### src/rtl/winner_seq_ctrl.sv
// Connect4 winner-screen sequencer: latch colour, slide text to centre, blink, hold, clear.
// Optional hold timeout back to CLEAR is enabled by defining WINNER_AUTO_RESTART_EN.
module winner_seq_ctrl #(
    parameter logic [9:0] START_X      = 10'd0,
    parameter logic [9:0] CENTER_X     = 10'd320,
    parameter int         STEP         = 8,
    parameter int         BLINK_FRAMES = 15,
    parameter int         BLINKS       = 3,
    parameter int         HOLD_FRAMES  = 300
) (
    input  logic       clk,
    input  logic       rst,
    input  logic       frame_tick,
    input  logic       win_valid,
    input  logic       win_player,
    input  logic       restart,
    output logic       screen_en,
    output logic       color,
    output logic [9:0] cursorX,
    output logic       busy,
    output logic       done
);

    // One frame counter serves both the blink half-period and the hold timeout.
    localparam int FC_MAX = (HOLD_FRAMES > BLINK_FRAMES) ? HOLD_FRAMES : BLINK_FRAMES;
    localparam int FC_W   = $clog2(FC_MAX + 1);
    localparam int TG_W   = $clog2(2 * BLINKS + 1);

    localparam logic [FC_W-1:0] BLINK_LAST  = FC_W'(BLINK_FRAMES - 1);
    localparam logic [TG_W-1:0] TOGGLE_LAST = TG_W'(2 * BLINKS - 1);
    localparam logic [10:0]     STEP_11     = 11'(STEP);
    localparam logic [10:0]     CENTER_11   = {1'b0, CENTER_X};
`ifdef WINNER_AUTO_RESTART_EN
    localparam logic [FC_W-1:0] HOLD_LAST   = FC_W'(HOLD_FRAMES - 1);
`endif

    typedef enum logic [2:0] {
        ST_IDLE  = 3'd0,
        ST_SLIDE = 3'd1,
        ST_BLINK = 3'd2,
        ST_HOLD  = 3'd3,
        ST_CLEAR = 3'd4
    } state_t;

    state_t          state_q, state_d;
    logic            screen_en_q, screen_en_d;
    logic            color_q, color_d;
    logic [9:0]      cursor_x_q, cursor_x_d;
    logic            busy_q, busy_d;
    logic            done_q, done_d;
    logic [FC_W-1:0] frame_cnt_q, frame_cnt_d;
    logic [TG_W-1:0] toggle_cnt_q, toggle_cnt_d;
    logic [10:0]     slide_sum;

    // Widened by one bit so the centre compare never wraps.
    assign slide_sum = {1'b0, cursor_x_q} + STEP_11;

    always_comb begin
        state_d      = state_q;
        screen_en_d  = screen_en_q;
        color_d      = color_q;
        cursor_x_d   = cursor_x_q;
        busy_d       = busy_q;
        done_d       = 1'b0;
        frame_cnt_d  = frame_cnt_q;
        toggle_cnt_d = toggle_cnt_q;

        case (state_q)
            ST_IDLE: begin
                if (win_valid) begin
                    state_d      = ST_SLIDE;
                    color_d      = win_player;
                    cursor_x_d   = START_X;
                    screen_en_d  = 1'b1;
                    busy_d       = 1'b1;
                    frame_cnt_d  = '0;
                    toggle_cnt_d = '0;
                end
            end

            ST_SLIDE, ST_BLINK, ST_HOLD: begin
                if (restart) begin
                    state_d      = ST_CLEAR;
                    screen_en_d  = 1'b0;
                    frame_cnt_d  = '0;
                    toggle_cnt_d = '0;
                end else if (frame_tick) begin
                    case (state_q)
                        ST_SLIDE: begin
                            if (slide_sum >= CENTER_11) begin
                                cursor_x_d   = CENTER_X;
                                state_d      = ST_BLINK;
                                frame_cnt_d  = '0;
                                toggle_cnt_d = '0;
                            end else begin
                                cursor_x_d = slide_sum[9:0];
                            end
                        end

                        ST_BLINK: begin
                            if (frame_cnt_q == BLINK_LAST) begin
                                screen_en_d = ~screen_en_q;
                                frame_cnt_d = '0;
                                if (toggle_cnt_q == TOGGLE_LAST) begin
                                    state_d      = ST_HOLD;
                                    toggle_cnt_d = '0;
                                end else begin
                                    toggle_cnt_d = toggle_cnt_q + TG_W'(1);
                                end
                            end else begin
                                frame_cnt_d = frame_cnt_q + FC_W'(1);
                            end
                        end

                        ST_HOLD: begin
`ifdef WINNER_AUTO_RESTART_EN
                            if (frame_cnt_q == HOLD_LAST) begin
                                state_d     = ST_CLEAR;
                                screen_en_d = 1'b0;
                                frame_cnt_d = '0;
                            end else begin
                                frame_cnt_d = frame_cnt_q + FC_W'(1);
                            end
`else
                            frame_cnt_d = '0;
`endif
                        end

                        default: ;
                    endcase
                end
            end

            ST_CLEAR: begin
                screen_en_d = 1'b0;
                if (frame_tick) begin
                    state_d    = ST_IDLE;
                    done_d     = 1'b1;
                    busy_d     = 1'b0;
                    cursor_x_d = START_X;
                end
            end

            default: begin
                state_d     = ST_IDLE;
                screen_en_d = 1'b0;
                busy_d      = 1'b0;
                cursor_x_d  = START_X;
            end
        endcase
    end

    always_ff @(posedge clk) begin
        if (rst) begin
            state_q      <= ST_IDLE;
            screen_en_q  <= 1'b0;
            color_q      <= 1'b0;
            cursor_x_q   <= START_X;
            busy_q       <= 1'b0;
            done_q       <= 1'b0;
            frame_cnt_q  <= '0;
            toggle_cnt_q <= '0;
        end else begin
            state_q      <= state_d;
            screen_en_q  <= screen_en_d;
            color_q      <= color_d;
            cursor_x_q   <= cursor_x_d;
            busy_q       <= busy_d;
            done_q       <= done_d;
            frame_cnt_q  <= frame_cnt_d;
            toggle_cnt_q <= toggle_cnt_d;
        end
    end

    assign screen_en = screen_en_q;
    assign color     = color_q;
    assign cursorX   = cursor_x_q;
    assign busy      = busy_q;
    assign done      = done_q;

endmodule

### config.mk
export PLATFORM = sky130hd
export DESIGN_NAME = winner_seq_ctrl
export DESIGN_NICKNAME = d
export VERILOG_FILES = /design/src/rtl/winner_seq_ctrl.sv
export SDC_FILE = /design/constraint.sdc
export NUM_CORES = 1
export LEC_CHECK = 0
export ABC_CLOCK_PERIOD_IN_PS = 2790
export BUFFER_PORTS_ARGS = -buffer_cell sky130_fd_sc_hd__buf_2
export CAP_MARGIN = 20
export CORE_MARGIN = 8
export CORE_UTILIZATION = 55
export DETAILED_ROUTE_END_ITERATION = 8
export PLACE_DENSITY = 0.77
export SYNTH_ARGS = -nofsm -noshare
export SYNTH_HDL_FRONTEND = slang
export SYNTH_SLANG_ARGS = --single-unit
### constraint.sdc
create_clock -name clk -period 2.79 [get_ports clk]
set_input_delay 0.558 -clock clk [delete_from_list [all_inputs] [get_ports clk]]
set_output_delay 0.558 -clock clk [all_outputs]
set_load 0.02 [all_outputs]
After elaboration in Yosys (flattened, before gate mapping)

Index checks and enable logic that the tools add are counted.

Bits in registers: 29
Logic and storage cells: 85
Output and inout bits: 14
Input bits: 6

Reductions and logical operators: 11
Add/sub/neg operators: 3
Mux-type cells: 40
Order comparisons: 1
Bitwise operators: 3
Equality and inequality tests: 19

Operators by type and width:

| operator                                                                | count |
|---|---|
| 10-bit 2-to-1 mux                                                       | 6 |
| 9-bit 2-to-1 mux                                                        | 5 |
| 3-bit 2-to-1 mux                                                        | 13 |
| 10-bit one-hot mux with 3 select lines                                  | 1 |
| 9-bit one-hot mux with 3 select lines                                   | 1 |
| 3-bit one-hot mux with 2 select lines                                   | 3 |
| 9-bit one-hot mux with 2 select lines                                   | 1 |
| 4-bit != test (second input constant)                                   | 4 |
| 10-bit by 4-bit adder with 11-bit output (second input constant)        | 1 |
| 11-bit by 9-bit >= comparator with 1-bit output (second input constant) | 1 |
| 2-bit != test (second input constant)                                   | 5 |
| 5-bit AND reduction                                                     | 2 |
| 9-bit by 1-bit adder with 9-bit output (second input constant)          | 1 |
| 9-bit by 4-bit equality test with 1-bit output (second input constant)  | 1 |
| 3-bit != test (second input constant)                                   | 3 |
| 3-bit one-hot mux with 3 select lines                                   | 1 |
| 1-bit 2-to-1 mux                                                        | 7 |
| 7-bit AND reduction                                                     | 1 |
| 3-bit by 2-bit equality test with 1-bit output (second input constant)  | 2 |
| 3-bit equality test (second input constant)                             | 2 |
| 6-bit AND reduction                                                     | 1 |
| 5-bit != test (second input constant)                                   | 1 |
| 4-bit AND reduction                                                     | 1 |
| 3-bit by 1-bit adder with 3-bit output (second input constant)          | 1 |
| other kinds (10)                                                        | 12 |

Longest topological paths before layout

Depth in word-level cells: 7
Depth in mapped cells: 7
Gate-level depth less buffers: 7

Worst setup path after synthesis

No wires, ideal clock.

Kind: flip-flop to flip-flop
Start: reg cursor_x_q[3], in the netlist cursorX[3]
End: reg toggle_cnt_q[1]
Setup time: 0.071 ns
Clock period less this slack: 2.115 ns
Stages on the path, launching flop included: 7
Data required time: 2.719 ns
Slack: 0.675 ns
Path buffers: 0
Data arrival time: 2.045 ns
Cell sequence: dfxtp_1 ha_1 inv_1 a311oi_1 o31ai_1 or4_1 a21oi_1

Longest elaborated chain between the ends: 4

RTL lines:

| what                                            | RTL line | RTL |
|---|---|---|
| from (decl)                                     | 48       | `logic [9:0] cursor_x_q, cursor_x_d;` |
| from (signal assigned)                          | 167      | `cursor_x_q <= cursor_x_d;` |
| 10-bit by 4-bit adder with 11-bit output        | 56       | `assign slide_sum = {1'b0, cursor_x_q} + STEP_11;` |
| 11-bit by 9-bit >= comparator with 1-bit output | 90       | `if (slide_sum >= CENTER_11) begin` |
| 4-bit != test (no line)                         | n/a      |  |
| 6-bit AND reduction (no line)                   | n/a      |  |
| to (signal assigned)                            | 171      | `toggle_cnt_q <= toggle_cnt_d;` |
| to (decl)                                       | 52       | `logic [TG_W-1:0] toggle_cnt_q, toggle_cnt_d;` |

Every way passes these cells.
A chain may end at the register's enable or synchronous reset.

Final worst setup path

Same ends and word-level chain as after synthesis.

==> results by stage <==
Outcome:
- The flow ran to the end, and the final reports show no timing, DRC or antenna violations.

STA:
- The setup TNS is 0 ns.
- The max-slew violation count was 0.
- The number of hold violations in the final report is 0.
- The worst hold slack is 0.464 ns.
- At the pin with the least slew margin, the transition time is 0.571 ns.
- The clock period could shrink to 2.35 ns.
- Setup violations remaining at the end of the flow were counted as 0.
- Across the routed clock network, the largest skew measured is 0.0101 ns.
- Setup repair after global routing left no endpoint under its margin.
- In this run the tightest slew margin relative to its limit is 0.617.
- For this run, the top clock speed supported by timing is 426 MHz.
- Of the available clock period, the critical path in the final layout requires 0.842.
- The smallest setup slack after layout is 0.441 ns.

Synthesis:
- The combinational family with the most area after synthesis is simple AND/OR/NAND/NOR gates.
- The adder and majority cell fraction of the synthesized area is 0.0248.
- The fraction of post-synthesis cell area in the top cell type by area is 0.344.
- Summing every instance area after synthesis gives 1510 µm².
- Measured against the total synthesized area, the mux share comes to 0.0132.
- The register bit count reported by yosys is 26.
- The number of warnings issued by yosys is 0.
- After synthesis, the mean cell area works out to 8.00 µm².
- After synthesis, the cell types taking the most area are sky130_fd_sc_hd__dfxtp_1, sky130_fd_sc_hd__a21oi_1, sky130_fd_sc_hd__nand3b_1, sky130_fd_sc_hd__nor2_1, sky130_fd_sc_hd__o21ai_0.
- The number of synthesized flops with an enable pin is 0.
- For this run, asynchronously set or reset flops after synthesis account for 0.
- The most used flip-flop cell after synthesis is sky130_fd_sc_hd__dfxtp_1.
- The post-synthesis simple-gate area fraction is 0.324.
- The number of library cell types mapped by synthesis is 47.
- The area fraction in compound gates after synthesis is 0.224.
- The part of the Yosys area used for sequential elements is 0.344.
- Of the total synthesized cell area, the portion taken by XOR and XNOR cells is 0.00579.
- The number of cells produced by synthesis is 189.
- The leading area contributor after synthesis is sky130_fd_sc_hd__dfxtp_1.

Drt:
- The average routed wire per standard cell is 14.9 µm.
- The detail route stage leaves a number of antenna-violating nets equal to 0.
- Across all layers, the routed design uses 1437 vias.
- The routed via count divided by cell count is 6.17.
- The total length of routed wires is 3.48 mm.
- The detailed-route DRC error count is 0.
- The count of routing violations after the opening detailed-route iteration is 118.
- Before antenna repair, the detailed router went through 4 iterations.

Clocking:
- The number of buffers created by CTS is 3.
- The buffers inserted during post-CTS setup optimization is 0.
- The TritonCTS clock tree is yes.
- After clock tree synthesis, the clock-pin slew on the worst setup and hold paths is 0.15 ns.
- The post-CTS resize count is 0.
- For the worst-skew pair, the clock arrives at the later sink with an insertion delay of 0.33 ns.
- Hold repair after CTS inserted 0 buffers.
- The number of clock sinks is 26.
- The tree is rooted in a sky130_fd_sc_hd__clkbuf_4.
- CTS built an H-tree with a depth of 1.
- The maximum number of buffers from clock root to sink is 2.

Power:
- The worst-case IR drop observed on VDD is 0.301 mV.
- The share of total power dissipated in the clock network is 0.255.
- The switching share of total power is 0.318.
- The share of total power dissipated in sequential elements is 0.535.
- Summed over all cells, the static leakage comes to 0.617 nW.
- The net switching power is 0.244 mW.
- The final total power is 0.768 mW.
- In this run the power density over the cells is 470 nW/µm².
- Internal power comes to 0.523 mW.
- The part of the total power dissipated in combinational logic is 0.210.

Worst setup path:
- The worst setup slack for register-to-register paths is 0.44 ns.
- The capture instance of the worst register-to-register path is toggle_cnt_q[1].
- STA classifies the critical path endpoint as a flip-flop.
- The required time of the critical path is 3.07 ns.
- The number of cells on the worst reg-to-reg path is 7.
- In this run the critical register-to-register path is launched from cursorX[3].
- STA classifies the critical path startpoint as a flip-flop.
- STA puts the critical path data arrival time at 2.63 ns.
- The critical path in this run is classified as flip-flop to flip-flop.
- Of all nets on the critical path, the largest fanout is 14.

Worst hold path:
- For hold timing, the worst endpoint is color.
- The path class of the lowest-slack min-delay path is primary input to flip-flop.
- The worst hold path begins at win_player.
- Along the worst hold path, the cell count comes to 3.

Place:
- In this run the tool buffered the top-level ports with 16 buffer cells.
- The number of placed cells counting well taps is 229.
- The placed wire-length estimate after detailed placement is 2.50 mm.
- At the end of routability-driven placement, the weighted congestion stood at 0.904.
- The worst setup slack after placement is 0.476 ns.
- In this run the cell area measured after placement is 1600 µm².

Die:
- Measured along the x axis, the die boundary spans 68.4 µm.
- The top-level I/O count is 20.
- For this configuration, the core starts out at a cell density of 0.563.
- The die area is 4680 µm².
- The die is 68.4 µm tall.
- The core region is 2690 µm².
- The count of standard-cell rows is 19.

Layout:
- In the final layout, the share of cells above drive strength 1 is 0.153.
- The filler cells instantiated in the layout total 245.
- The number of standard cells in the final layout excluding fillers is 233.
- In the layout the commonest cells are sky130_fd_sc_hd__dfxtp_1, sky130_fd_sc_hd__nor2_1, sky130_fd_sc_hd__buf_2.
- Leaving out fill and tap cells, the most frequent cell in the layout is sky130_fd_sc_hd__dfxtp_1.
- The utilization after layout is 0.609.
- The area growth from synthesis to layout is 8.11%.
- The summed area of non-filler cells in the final layout is 1640 µm².
- The repair_antennas step left the layout with diodes totalling 0.
- The final net count is 212.

Global route:
- The overall routing resource usage is 0.155.
- For this run the aggregate overflow at the end of global routing stands at 0.
- The number of global-route vias before repair was 1340.
- The first global-routing pass estimated 5.83 mm of wire.
- The number of antenna violations at the first check in global routing is 0.
- The largest net degree at the start of global routing is 28.

Job:
- The number of max-cap violations is 0.
[registers in the layout, summed over array words and instances (netlist names)]
| name | count |
|---|---|
| state_q | 3 |
| done | 1 |
| frame_cnt_q | 9 |
| cursorX | 7 |
| busy | 1 |
| toggle_cnt_q | 3 |
| screen_en | 1 |
| color | 1 |
[routing by layer]
metal / vias up / GRT usage / wire (µm)
met1: 674 / 0.186 / 1540
li1: 720 / - / -
met2: 36 / 0.273 / 1720
met4: 0 / 0.0588 / 52
met5: - / 0 / 0
met3: 7 / 0.0213 / 169
[worst max-delay path, stage by stage, from the launching register on]
cell and delay [ns]:
sky130_fd_sc_hd__dfxtp_1 0.45, sky130_fd_sc_hd__ha_1 0.26, sky130_fd_sc_hd__inv_1 0.09, sky130_fd_sc_hd__a311oi_1 0.51
sky130_fd_sc_hd__o31ai_1 0.15, sky130_fd_sc_hd__buf_4 0.20, sky130_fd_sc_hd__or4_1 0.52, sky130_fd_sc_hd__a21oi_1 0.13
[worst max path at each step]
stage / startpoint / to / slack [ns]
5_1_grt: cursorX[3] / toggle_cnt_q[1] / 0.24
6_report: cursorX[3] / toggle_cnt_q[1] / 0.44
4_1_cts: cursorX[3] / toggle_cnt_q[1] / 0.44
3_5_place_dp: cursorX[3] / toggle_cnt_q[1] / 0.48
3_3_place_gp: cursorX[3] / toggle_cnt_q[1] / 0.60
2_1_floorplan: cursorX[3] / toggle_cnt_q[1] / 0.67
[power by group through the flow]
stage	Sequential, mW	Combinational, mW	Clock, mW
floorplan	0.413	0.119	0
global placement	0.415	0.153	0
detailed placement	0.418	0.157	0
CTS	0.410	0.159	0.201
global route	0.414	0.174	0.214
finish	0.411	0.161	0.196
[cell families after synthesis]
group / count (synthesis)
XOR/XNOR: 1
AO/OA/AOI/OAI: 50
multiplexers: 2
buffers and inverters: 20
flip-flops: 26
adder cells (fa/ha/maj): 3
other: 1
AND/OR/NAND/NOR: 86
[cells in the mapped netlist (2+ instances only)]
master and number:
sky130_fd_sc_hd__buf_4 4, sky130_fd_sc_hd__o21ai_0 12, sky130_fd_sc_hd__a221oi_1 2, sky130_fd_sc_hd__nor2_1 17, sky130_fd_sc_hd__nand2_1 15, sky130_fd_sc_hd__nand4b_1 2
sky130_fd_sc_hd__or4_1 2, sky130_fd_sc_hd__a31oi_1 4, sky130_fd_sc_hd__or3b_2 2, sky130_fd_sc_hd__a21oi_1 15, sky130_fd_sc_hd__mux2i_1 2, sky130_fd_sc_hd__o31ai_1 4
sky130_fd_sc_hd__inv_1 8, sky130_fd_sc_hd__ha_1 3, sky130_fd_sc_hd__and2_1 3, sky130_fd_sc_hd__nand3_1 10, sky130_fd_sc_hd__nor3_1 4, sky130_fd_sc_hd__clkbuf_1 5
sky130_fd_sc_hd__buf_2 2, sky130_fd_sc_hd__nand3b_1 10, sky130_fd_sc_hd__a311oi_1 2, sky130_fd_sc_hd__dfxtp_1 26, sky130_fd_sc_hd__nor4_1 2, sky130_fd_sc_hd__and3_1 4
sky130_fd_sc_hd__and4_1 2, sky130_fd_sc_hd__nor4b_1 3, sky130_fd_sc_hd__nor3b_1 2, sky130_fd_sc_hd__or3_1 3
[area by class of cell]
cell class                 count  area (µm²)  share of cell area
clock buffer                   4        36.3              0.0222
sequential                    26         520               0.318
timing repair buffer          19         103              0.0627
multi-input combinational    145         907               0.555
tap                           31        38.8              0.0237
inverter                       8        30.0              0.0184
Note: power is estimated with default switching activity, not from simulation.
